## config.mk

```make
export PLATFORM = sky130hd
export DESIGN_NAME = fifo_data_reader
export DESIGN_NICKNAME = d
export VERILOG_FILES = /design/src/rtl/fifo_data_reader.sv
export SDC_FILE = /design/constraint.sdc
export NUM_CORES = 1
export LEC_CHECK = 0
export CORE_MARGIN = 5
export CORE_UTILIZATION = 49
export DETAILED_ROUTE_END_ITERATION = 12
export PLACE_DENSITY = 0.85
export SYNTH_ARGS = -nofsm -noshare
export SYNTH_HDL_FRONTEND = slang
export SYNTH_SLANG_ARGS = --single-unit
```

## constraint.sdc

```tcl
create_clock -name clk -period 3 [get_ports clk]
set_input_delay 0.3 -clock clk [delete_from_list [all_inputs] [get_ports clk]]
set_output_delay 0.3 -clock clk [all_outputs]
set_load 0.02 [all_outputs]
```

## src/rtl/fifo_data_reader.sv

```systemverilog
// Register-side drain for the sample FIFO: serves FIFO_DATA / FIFO_ENTRIES byte reads.
// Optional macro FIFO_AXIS_MARKER_EN enables the per-pop axis marker in bit 0 of each entry.
module fifo_data_reader #(
  parameter int unsigned DATA_WIDTH        = 24,
  parameter int unsigned DEPTH             = 16,
  parameter logic [7:0]  FIFO_DATA_ADDR    = 8'h11,
  parameter logic [7:0]  FIFO_ENTRIES_ADDR = 8'h05
) (
  input  logic                  clk,
  input  logic                  rst_n,
  input  logic                  reg_rd_req,
  input  logic [7:0]            reg_rd_addr,
  input  logic                  reg_burst_end,
  input  logic                  fifo_empty,
  input  logic [DATA_WIDTH-1:0] fifo_reg_data,
  input  logic [DEPTH-1:0]      fifo_sample_num,
  output logic                  reg_fifo_read_en,
  output logic [7:0]            reg_rd_data,
  output logic                  reg_rd_valid,
  output logic                  busy
);

  localparam int unsigned IDX_W  = 2;
  localparam int unsigned BYTE_W = 8;

  typedef enum logic [1:0] {
    IDLE = 2'd0,
    POP  = 2'd1,
    WAIT = 2'd2,
    CAP  = 2'd3
  } state_t;

  state_t                r_state, w_state_nxt;
  logic [IDX_W-1:0]      r_byte_idx, w_byte_idx_nxt, w_idx_eff;
  logic [DATA_WIDTH-1:0] r_hold, w_hold_nxt;
  logic                  r_pend, w_pend_nxt;
  logic [BYTE_W-1:0]     r_pend_data, w_pend_data_nxt;
  logic                  r_read_en, w_read_en_nxt;
  logic [BYTE_W-1:0]     r_rd_data, w_rd_data_nxt;
  logic                  r_rd_valid, w_rd_valid_nxt;
  logic                  r_busy, w_busy_nxt;
  logic                  w_marker;
  logic [BYTE_W-1:0]     w_entries;
  logic                  w_data_hit, w_entries_hit;
  logic                  w_unused;

`ifdef FIFO_AXIS_MARKER_EN
  logic [1:0] r_axis_cnt, w_axis_cnt_nxt;
  assign w_marker = (r_axis_cnt == 2'd0);
`else
  assign w_marker = 1'b0;
`endif

  // Low nibble of the FIFO word is replaced by status; hold byte 0 is never re-read.
  assign w_unused = ^{fifo_reg_data[3:0], r_hold[DATA_WIDTH-1 -: BYTE_W]};

  assign w_data_hit    = reg_rd_req && (reg_rd_addr == FIFO_DATA_ADDR);
  assign w_entries_hit = reg_rd_req && (reg_rd_addr == FIFO_ENTRIES_ADDR);
  assign w_idx_eff     = reg_burst_end ? '0 : r_byte_idx;
  assign w_entries     = (32'(fifo_sample_num) > 32'd255) ? 8'hFF : BYTE_W'(fifo_sample_num);

  always_ff @(posedge clk or negedge rst_n) begin
    if (!rst_n) begin
      r_state     <= IDLE;
      r_byte_idx  <= '0;
      r_hold      <= '0;
      r_pend      <= 1'b0;
      r_pend_data <= '0;
      r_read_en   <= 1'b0;
      r_rd_data   <= '0;
      r_rd_valid  <= 1'b0;
      r_busy      <= 1'b0;
`ifdef FIFO_AXIS_MARKER_EN
      r_axis_cnt  <= '0;
`endif
    end else begin
      r_state     <= w_state_nxt;
      r_byte_idx  <= w_byte_idx_nxt;
      r_hold      <= w_hold_nxt;
      r_pend      <= w_pend_nxt;
      r_pend_data <= w_pend_data_nxt;
      r_read_en   <= w_read_en_nxt;
      r_rd_data   <= w_rd_data_nxt;
      r_rd_valid  <= w_rd_valid_nxt;
      r_busy      <= w_busy_nxt;
`ifdef FIFO_AXIS_MARKER_EN
      r_axis_cnt  <= w_axis_cnt_nxt;
`endif
    end
  end

  // Next-state and registered-output logic; direct reads go through a one-cycle pending stage.
  always_comb begin
    w_state_nxt     = r_state;
    w_byte_idx_nxt  = w_idx_eff;
    w_hold_nxt      = r_hold;
    w_pend_nxt      = 1'b0;
    w_pend_data_nxt = r_pend_data;
    w_read_en_nxt   = 1'b0;
    w_rd_data_nxt   = r_rd_data;
    w_rd_valid_nxt  = 1'b0;
`ifdef FIFO_AXIS_MARKER_EN
    w_axis_cnt_nxt  = r_axis_cnt;
`endif

    if (r_pend) begin
      w_rd_data_nxt  = r_pend_data;
      w_rd_valid_nxt = 1'b1;
    end

    case (r_state)
      IDLE: begin
        if (w_data_hit) begin
          w_byte_idx_nxt = (w_idx_eff >= 2'd2) ? 2'd0 : w_idx_eff + 2'd1;
          case (w_idx_eff)
            2'd1: begin
              w_pend_nxt      = 1'b1;
              w_pend_data_nxt = r_hold[DATA_WIDTH-9 -: BYTE_W];
            end
            2'd2: begin
              w_pend_nxt      = 1'b1;
              w_pend_data_nxt = r_hold[DATA_WIDTH-17 -: BYTE_W];
            end
            default: begin
              if (fifo_empty) begin
                w_hold_nxt      = DATA_WIDTH'(2);
                w_pend_nxt      = 1'b1;
                w_pend_data_nxt = 8'h00;
              end else begin
                w_state_nxt   = POP;
                w_read_en_nxt = 1'b1;
              end
            end
          endcase
        end else if (w_entries_hit) begin
          w_pend_nxt      = 1'b1;
          w_pend_data_nxt = w_entries;
        end
      end
      POP:  w_state_nxt = WAIT;
      WAIT: w_state_nxt = CAP;
      CAP: begin
        w_hold_nxt     = {fifo_reg_data[DATA_WIDTH-1:4], 3'b000, w_marker};
        w_rd_data_nxt  = fifo_reg_data[DATA_WIDTH-1 -: BYTE_W];
        w_rd_valid_nxt = 1'b1;
        w_state_nxt    = IDLE;
`ifdef FIFO_AXIS_MARKER_EN
        w_axis_cnt_nxt = (r_axis_cnt == 2'd2) ? 2'd0 : r_axis_cnt + 2'd1;
`endif
      end
      default: w_state_nxt = IDLE;
    endcase

    w_busy_nxt = (w_state_nxt != IDLE);
  end

  assign reg_fifo_read_en = r_read_en;
  assign reg_rd_data      = r_rd_data;
  assign reg_rd_valid     = r_rd_valid;
  assign busy             = r_busy;

endmodule

```

Word level (Yosys, flattened, before mapping). Cells that the tools add are included.

Input port bits: 53. Output and inout bits: 11. Register bits: 40.

Eq/ne operators: 11. Reduce and logical (&&, ||, !) cells: 10. Order comparisons: 2. Multiplexer cells: 30. Add/sub/neg operators: 1.

Operators by type and width (number): $mux 16 (3); $mux 8 (6); $pmux 16 s2 (1); $gt 16x8->1 const B (1); $pmux 8 s2 (1); $mux 2 (7); $mux 1 (11); $eq 8x3->1 const B (1); $eq 8x5->1 const B (1); $pmux 2 s4 (1); $reduce_bool 2->1 (4); $eq 2x2->1 const B (3); $ne 2x2->1 const B (3); $eq 2x1->1 const B (2); $ne 4x2->1 const B (1); $reduce_and 4->1 (1); $reduce_and 3->1 (1); $add 2x1->2 const B (1); $ge 2x2->1 const B (1); $logic_and 1x1->1 (2); $logic_not 2->1 (1); $reduce_or 2->1 (1).

Longest topological paths before layout.
Word-level depth: 7. Gate-level depth with buffers: 8. Depth with buffers taken out: 7.

Least setup slack after synthesis. OpenSTA, ideal clock, no wires.

Kind: input port to flip-flop. Start: input port reg_rd_addr[3]. End: register r_hold[12]. Setup time: 121 ps. Path slack: 1165 ps. Path buffers: 1. Cell stages on the path: 5. Arrival: 1713 ps. Required time: 2879 ps. Cells stage by stage: or4_4 -> nor3_4 -> nand3_1 -> buf_2 -> a32o_1.

Longest elaborated chain between the ends: 4.

RTL lines: start, declared (line 12) `input logic [7:0] reg_rd_addr,`; $eq 8x5->1 (line 57) `assign w_data_hit = reg_rd_req && (reg_rd_addr == FIFO_DATA_ADDR);`; $logic_and 1x1->1 (line 57); $ne 2x2->1 (no line); $reduce_and 4->1 (no line); end signal, assigned (line 79) `r_hold <= w_hold_nxt;`; end, declared (line 35) `logic [DATA_WIDTH-1:0] r_hold, w_hold_nxt;`.

Every way passes these cells. A chain may end at the register's enable or synchronous reset.

Worst setup path after layout.
Start: input port reg_burst_end. End: register r_hold[12].

Longest elaborated chain between the ends: 5. Elaborated cells on any way between the ends: 6. Those cells by class: eq/ne (3); mux (1); reduce/logical (2).

RTL lines: start, declared (line 13) `input logic reg_burst_end,`; $mux 2 (*) (line 59) `assign w_idx_eff = reg_burst_end ? '0 : r_byte_idx;`; $eq 2x2->1 / $eq 2x1->1 (equally long branches) (line 115) `case (w_idx_eff)`; $reduce_or 2->1 (no line) (*); $ne 2x2->1 (no line) (*); $reduce_and 4->1 (no line) (*).

Mark *: on every way between the ends. The rest lies on a longest branch, timed or not.

==> impl_results.md <==
- Syn nets: 231
- Final net count: 287
- First-pass GRT wire length: 7020 um
- # IOs: 64
- Most frequent cells in the layout: clkdlybuf4s50_1, dfrtp_1, nand2_1, mux2i_1, a32o_1
- Clk sinks: 37
- Sequential cell area fraction in the yosys report: 48.9%
- CTS Buf Count: 5
- RR Endpoint: r_hold[12]
- Share of cells above drive strength 1: 9.73%
- Reg2reg start: r_byte_idx[1]
- Std-Cell Rows: 22
- Mapped Avg Cell Area: 11.1 um2
- Part of the power in registers: 43.3%
- CP endpoint kind: flip-flop
- Pwr dens: 698 mW/mm2
- Max-cap violations: 0
- Worst-Margin Slew: 0.806 ns
- Reg-to-reg slack, setup: 0.91 ns
- Grt ovf: 0
- Critical Path AT: 2.44 ns
- Die H: 72.2 um
- Max IR drop VDD: 0.378 mV
- Post-CTS Resized: 0
- Final Hold Viols: 0
- Placed Area: 0.00250 mm2
- R2R cell count: 6
- GP Congestion: 0.784
- Most common cell after layout, fill and taps aside: clkdlybuf4s50_1
- Synth-to-layout area growth: 36.4%
- Crit path kind: primary input to flip-flop
- CTS H-Tree Depth: 2
- Yosys cell types: 31
- Port buffer count: 59
- Setup crit start kind: primary input
- Core Box Area: 0.00372 mm2
- Drt wl/cell: 15.6 um
- Pin count of the biggest net entering global routing: 38
- Net Sw Frac: 32.9%
- Status: finished clean
- # Post-CTS Setup Buffers: 0
- Post-DRT Antenna Nets: 0
- Hold WS: 0.103 ns
- Comb power frac: 37.7%
- RSZ-0062 raised after global routing: no
- Post-layout utilization of the core: 69.5%
- Vias: 1507
- Multi-input gate area: 892 um2
- CP Data Required Time: 3.17 ns
- Antenna violations before repair: 0
- Vias in the first global route: 1519
- Crit share post-route: 75.6%
- Skew-Pair Late Insertion Delay: 0.29 ns
- Synth Register Bits: 37
- Die ar.: 0.00521 mm2
- Cell Area, Synth: 0.00189 mm2
- Setup violations, final: 0
- Vias per cell: 5.50
- Clock Power Share: 19.0%
- Filler cell count: 312
- Worst Path Max Fanout: 12
- Clock buffer depth: 2
- Cells after synthesis: 170
- CTS clk-pin slew, worst paths: 0.07 ns
- Reg area: 926 um2
- Setup tns final: 0 ns
- Fin area: 0.00258 mm2
- Cell leakage power: 1.07 nW
- Drt pass-1 iters: 4
- Tot GR Track Use: 17.5%
- Hold Path Class: primary input to asynchronous set/reset pin
- Int Pwr: 1.21 mW
- Sw power: 0.593 mW
- Setup Skew: 0.00523 ns
- Worst rel slew slack: 46.2%
- Initial DRC count: 88
- DR DRC count: 0
- Diode count: 0
- Hpwl dp: 3190 um
- Detailed-route wire length: 4270 um
- Max frequency: 441 MHz
- Post-CTS Hold Buffers: 0
- Tmin final: 2.27 ns
- Max-slew violation count: 0
- Die width: 72.2 um
- Clock root buffer: clkbuf_8
- Starting Density: 51.0%
- CTS tree: built
- Yosys warns: 0
[synth_stat cells, drive strengths merged]
cell | instances | area share (%)
a21o | 1 | 0.40
a21oi | 3 | 0.79
a22o | 5 | 2.3
a31oi | 1 | 0.33
a32o | 12 | 6.3
a32oi | 1 | 0.46
and2 | 1 | 0.33
buf | 4 | 1.4
clkbuf | 8 | 1.7
dfrtp | 37 | 49
ha | 8 | 5.3
inv | 5 | 0.99
mux2 | 10 | 5.9
mux2i | 16 | 8.5
nand2 | 16 | 3.2
nand2b | 5 | 1.7
nand3 | 4 | 1.1
nand3b | 1 | 0.40
nor2 | 4 | 0.79
nor2b | 2 | 0.66
nor3 | 10 | 3.2
o211a | 1 | 0.53
o21ai | 9 | 2.4
o21bai | 1 | 0.40
o41ai | 1 | 0.46
or2 | 1 | 0.33
or4 | 3 | 1.4
[sequential cells by signal (all words and copies together) (netlist names)]
register and cells:
r_pend_data 8, r_byte_idx 2, reg_rd_data 8, reg_rd_valid 1, reg_fifo_read_en 1, r_hold 13
r_state 2, r_pend 1, busy 1
[area by class of cell]
class	count	area share [%]
inverters	5	0.726
repair buffers	61	23.2
flip-flops and latches	37	35.8
well taps	48	2.32
multi-input cells	116	34.5
clock buffers	7	3.34
[power groups by stage]
stage               Clock (mW)  Combinational (mW)  Sequential [mW]
floorplan                    0               0.339            0.843
global placement             0               0.666            0.778
detailed placement           0               0.688            0.786
CTS                      0.351               0.689            0.780
global route             0.369               0.755            0.804
finish                   0.343               0.681            0.781
[routing by layer]
| metal | GRT usage [%] | routed length (um) | vias up |
|---|---|---|---|
| met2 | 28.4 | 2050 | 60 |
| met3 | 5.82 | 379 | 6 |
| met5 | 0 | 0 | - |
| met4 | 6.26 | 65 | 0 |
| li1 | - | - | 727 |
| met1 | 21.8 | 1770 | 714 |
[metrics by stage]
stage	setup slack (ns)	cells	power (mW)
3_3_place_gp	0.514	267	1.44
3_5_place_dp	0.456	267	1.47
4_1_cts	0.757	274	1.82
5_1_grt	0.557	274	1.93
6_report	0.733	274	1.80
2_1_floorplan	1.17	170	1.18
[worst max-delay path: stages]
cell and delay (ns):
clkdlybuf4s50_1 0.41, nand2b_1 0.20, ha_1 0.33, buf_4 0.18, nor2b_1 0.20, nand3_1 0.40
a32o_1 0.41
[cell families (layout without fill, tap and decap cells)]
| kind of cell | after synthesis | count (layout) | synth area share, % |
|---|---|---|---|
| simple gates | 47 | 47 | 13.0 |
| flops | 37 | 37 | 48.9 |
| buf+inv | 17 | 73 | 4.03 |
| mux | 26 | 26 | 14.4 |
| fa+ha+maj | 8 | 8 | 5.28 |
| compound gates | 35 | 35 | 14.4 |
[worst max path at each step]
stage | to | cells past startpoint | start
after floorplan | r_hold[12] | 5 | reg_rd_addr[3]
after detailed placement | r_hold[9] | 7 | reg_burst_end
after global routing | r_hold[7] | 7 | reg_burst_end
after CTS | r_hold[9] | 7 | reg_burst_end
final | r_hold[12] | 7 | reg_burst_end
after global placement | r_hold[13] | 7 | reg_burst_end
(Power assumes the default switching activity.)
==> RTL edit 1 (config.mk and constraints unchanged) <==
Re-encode `state_t` (4 states) as Gray code, 2 bits wide.
--- a/src/rtl/fifo_data_reader.sv
+++ b/src/rtl/fifo_data_reader.sv
@@ -26,6 +26,6 @@
   typedef enum logic [1:0] {
-    IDLE = 2'd0,
-    POP  = 2'd1,
-    WAIT = 2'd2,
-    CAP  = 2'd3
+    IDLE = 2'b00,
+    POP  = 2'b01,
+    WAIT = 2'b11,
+    CAP  = 2'b10
   } state_t;
Check against the original RTL: same outputs for any inputs over 4 cycles, from zero or initial values and one cycle with rst_n low; so few cycles prove little.
==> RTL edit 1 against the original RTL <==
Clock skew increased by 0.0084 ns. Largest cell class unchanged. Critical path type unchanged. Worst setup slack got worse by 0.085 ns. Wire length decreased by 2.2%. Global-route usage increased by 0.92 points. Fmax decreased by 3.6%. Synthesized cell count decreased by 9.4%. Area after synthesis decreased by 6.5%. Total power decreased by 23%. Utilization increased by 2.3 points. Critical path depth increased by 1. Sequential cell count unchanged. Cell area decreased by 5.1%.
==> RTL edit 1: results (changes against the original RTL) <==
status: "finished, final reports clean"
post-cts-setup-buffers: 0  # unchanged
use_met1_pct: 22.6  # +0.74 points
ir_worst_vdd_mv: 0.354  # -6.3%
nets: 269  # -6.3%
layout-drive-gt1-share_pct: 11.8  # +2.1 points
top_layer: "met4"
clock_path_buffers: 2  # unchanged
hpwl_um: 3150  # -1.3%
yosysSeqAreaShare_pct: 52.3  # +3.4 points
grt_max_degree: 38  # unchanged
p_clk_uw: 269  # -22%
synth_cell_types: 25  # -19%
power_leakage_nw: 1.09  # +1.7%
path_delay_family: "compound AO/OA/AOI/OAI gates"
largest_reg_flops: 13  # unchanged
clock_latency_ns: 0.35  # +0.06 ns
ctsHtreeMaxLevel: 2  # unchanged
top_register: "r_hold"
grt_pass1_vias: 1497  # -1.4%
routedWlPerCell_um: 16.2  # +3.9%
diodes: 0  # unchanged
async_flop_share_pct: 100  # unchanged
syn_nets: 211  # -8.7%
drt_first_pass_iters: 4  # unchanged
port_buffers: 59  # unchanged
cp_data_arrival_time_ns: 2.63  # +0.19 ns
wl_met3_um: 253  # -33%
netlist_top_cells_count: "dfrtp_1, a22o_1, mux2i_1, nand2_1, mux2_2"
cp_max_fo: 12  # unchanged
antenna_found_initial: 0  # unchanged
cts_resized: 0  # unchanged
yosysWarnings: 0  # unchanged
synth_area_leaders: "dfrtp_1, mux2i_1, a22o_1"
switching_share_pct: 29.4  # -3.5 points
num_vias: 1421  # -5.7%
grt_pass1_wl_um: 7190  # +2.5%
met1_length_um: 1690  # -4.7%
power_frac_comb_pct: 29.1  # -8.6 points
groute.usage.overall_pct: 18.5  # +0.92 points
total_power_mw: 1.40  # -23%
critical_path.max_stage_delay_ns: 0.80  # +0.39 ns
drt_iter0_markers: 61  # -31%
numCtsBuffers: 5  # unchanged
path_clk_slew_ns: 0.11  # +0.04 ns
use_met3_pct: 6.31  # +0.50 points
gp_congestion: 0.792  # +1.0%
use_met2_pct: 29.9  # +1.5 points
wl_met2_um: 2130  # +3.7%
slew_headroom_pct: 32.8  # -13 points
clock_skew_ns: 0.0136  # +0.00837 ns
slowest_stage: "a2bb2oi_1"
min_path_type: "in2async"
clock-root-buffer: "clkbuf_4"
[RTL edit 1: metrics by stage]
stage / hold WS, ns / setup WS, ns / std cells / instance area (um^2)
6_report: 0.0263 / 0.648 / 258 / 2450
2_1_floorplan: 0.00441 / 1.04 / 154 / 1770
5_1_grt: 0.0826 / 0.456 / 258 / 2450
4_1_cts: 0.0503 / 0.662 / 258 / 2450
3_3_place_gp: 0.421 / 0.414 / 251 / 2400
3_5_place_dp: 0.432 / 0.310 / 251 / 2400
[RTL edit 1: path summary, 6_finish.rpt]
kind | startpoint | to | slack (ns) | depth (start not counted)
setup / recovery | reg_burst_end | r_hold[15]$_DFFE_PN0P_ | 0.65 | 8
hold / removal | rst_n | r_hold[11]$_DFFE_PN0P_ | 0.03 | 1
setup reg to reg | r_byte_idx[1]$_DFF_PN0_ | r_hold[15]$_DFFE_PN0P_ | 0.75 | 7
hold reg to reg | r_hold[7]$_DFFE_PN0P_ | r_hold[7]$_DFFE_PN0P_ | 0.52 | 1
max in group asynchronous | rst_n | r_pend_data[1]$_DFFE_PN0P_ | 2.46 | 1
min in group clk | fifo_reg_data[18] | reg_rd_data[2]$_DFFE_PN0P_ | 0.51 | 3
[RTL edit 1: cells by family (layout without fill, tap and decap cells)]
| family | Yosys count | count (layout) | synth area share (%) |
|---|---|---|---|
| mux | 26 | 26 | 15.4 |
| fa+ha+maj | 4 | 4 | 2.83 |
| simple gates | 43 | 43 | 12.4 |
| compound gates | 30 | 30 | 14.1 |
| flops | 37 | 37 | 52.3 |
| buf+inv | 14 | 72 | 2.97 |
[RTL edit 1: layout make-up]
class                      instances  area [um^2]
inverter                           3         11.3
tap                               46         57.6
sequential                        37          926
fill                             244          963
clock buffer                       7         55.1
multi-input combinational        103          795
timing repair buffer              62          608
==> RTL edit 2 (same settings) <==
Without the edit above. The option `FIFO_AXIS_MARKER_EN` is turned on by a define.
--- a/src/rtl/fifo_data_reader.sv
+++ b/src/rtl/fifo_data_reader.sv
@@ -2,2 +2,4 @@
 // Optional macro FIFO_AXIS_MARKER_EN enables the per-pop axis marker in bit 0 of each entry.
+`define FIFO_AXIS_MARKER_EN
+
 module fifo_data_reader #(
Behaviour: not the same (Yosys sat finds a counterexample within 10 cycles, from zero or initial values and one cycle with rst_n low).
==> RTL edit 2 against the original RTL <==
Cell area is 11% higher. Worst setup slack better by 0.0031 ns. Wire length is 7.7% higher. Sequential share of layout area is 1.1 points lower. Sequential power is 3.3% higher. Total power is 8.3% higher. Non-clock buffer count stayed put. Sequential cell count is 3 higher. Area after synthesis is 15% higher. Largest cell class is now multi-input combinational cells. Highest routed layer unchanged.
==> RTL edit 2: results (changes against the original RTL) <==
status: "finished, final reports clean"
cp_data_arrival_time_ns: 2.44  # about the same
nets: 318  # +11%
grt_pass1_wl_um: 8150  # +16%
clk_share_pct: 3.74  # +0.39 points
r2r_slack_ns: 0.90
numCtsBuffers: 5  # unchanged
power_leakage_nw: 1.32  # +24%
p_clk_uw: 432  # +26%
internal_power_mw: 1.30  # +7.7%
grt_max_degree: 41  # +7.9%
yosysSeqAreaShare_pct: 46.1  # -2.8 points
hold_slack_ns: 0.130  # +0.0267 ns
num-multi-input-gates: 130  # +12%
largest_reg_flops: 14  # +1
ctsHtreeMaxLevel: 2  # unchanged
syn_nets: 260  # +13%
clock_latency_ns: 0.29  # about the same
vias_per_cell: 5.28  # -3.9%
fillCellCount: 362  # +16%
clock-root-buffer: "clkbuf_8"
p_comb_uw: 716  # +5.1%
drt_iter0_markers: 80  # -9.1%
r2r_end: "r_hold[0]$_DFFE_PN0P_"
synthMuxAreaShare_pct: 19.8  # +5.4 points
routedWlPerCell_um: 14.8  # -4.8%
netlist_top_cells_count: "dfrtp_1, mux2i_1, nand2_1, inv_1"
endpoint_kind: "register"
worst-r2r-cell-count: 7  # +1
ir_worst_vdd_mv: 0.383  # +1.5%
yosysWarnings: 0  # unchanged
path_delay_family: "multiplexers"
hpwl_um: 3370  # +5.5%
nonClkBufAreaFrac_pct: 20.9  # -2.4 points
synth_area_leaders: "dfrtp_1, mux2i_1, mux2_2"
multi_input_area_share_pct: 35.9  # +1.4 points
n_clock_buffer: 6  # -1
n_all_inverters: 19  # +14
cp_max_fo: 13  # +1
grt_pass1_vias: 1775  # +17%
ant_nets: 0  # unchanged
startpoint: "reg_burst_end"
layout-drive-gt1-share_pct: 14.3  # +4.6 points
seq_area_mm2: 0.00100  # +8.1%
synth_compound_area_share_pct: 7.09  # -7.3 points
critical_path.max_stage_delay_ns: 0.41  # about the same
gp_congestion: 0.758  # -3.3%
port_buffers: 59  # unchanged
diodes: 0  # unchanged
seq_cells: 40  # +8.1%
clock_skew_ns: 0.00570  # +0.000472 ns
drv_slew: 0  # unchanged
synthAdderAreaFrac_pct: 4.61  # -0.67 points
synth_cell_types: 31  # unchanged
groute.usage.overall_pct: 17.2  # -0.34 points
tightest_slew_ns: 0.891  # +0.0843 ns
cts_resized: 0  # unchanged
[RTL edit 2: cell types whose count changed after synthesis, moves of 3 or more]
cell,delta
inv_1,+14
nand2b_1,-3
mux2i_1,+12
a32o_1,-12
nor3_1,-7
dfrtp_1,+3
nand2_1,+11
o21ai_0,+3
nor3_2,+8
[RTL edit 2: metrics by stage]
| stage | instances | utilization [%] | power (mW) | area [um^2] | worst slack (ns) |
|---|---|---|---|---|---|
| detailed placement | 302 | 64.1 | 1.54 | 2770 | 0.463 |
| floorplan | 199 | - | 1.25 | 2170 | 1.17 |
| finish | 310 | 66.6 | 1.95 | 2880 | 0.736 |
| global placement | 302 | 64.1 | 1.51 | 2770 | 0.486 |
| CTS | 310 | 66.6 | 1.98 | 2880 | 0.743 |
| global route | 310 | 66.6 | 2.09 | 2880 | 0.623 |
[RTL edit 2: per-layer routing]
metal  GRT usage [%]  routed length, um
met1            21.3               1950
met2            27.7               2310
met3            5.91                272
met4            6.47                 70
met5               0                  0
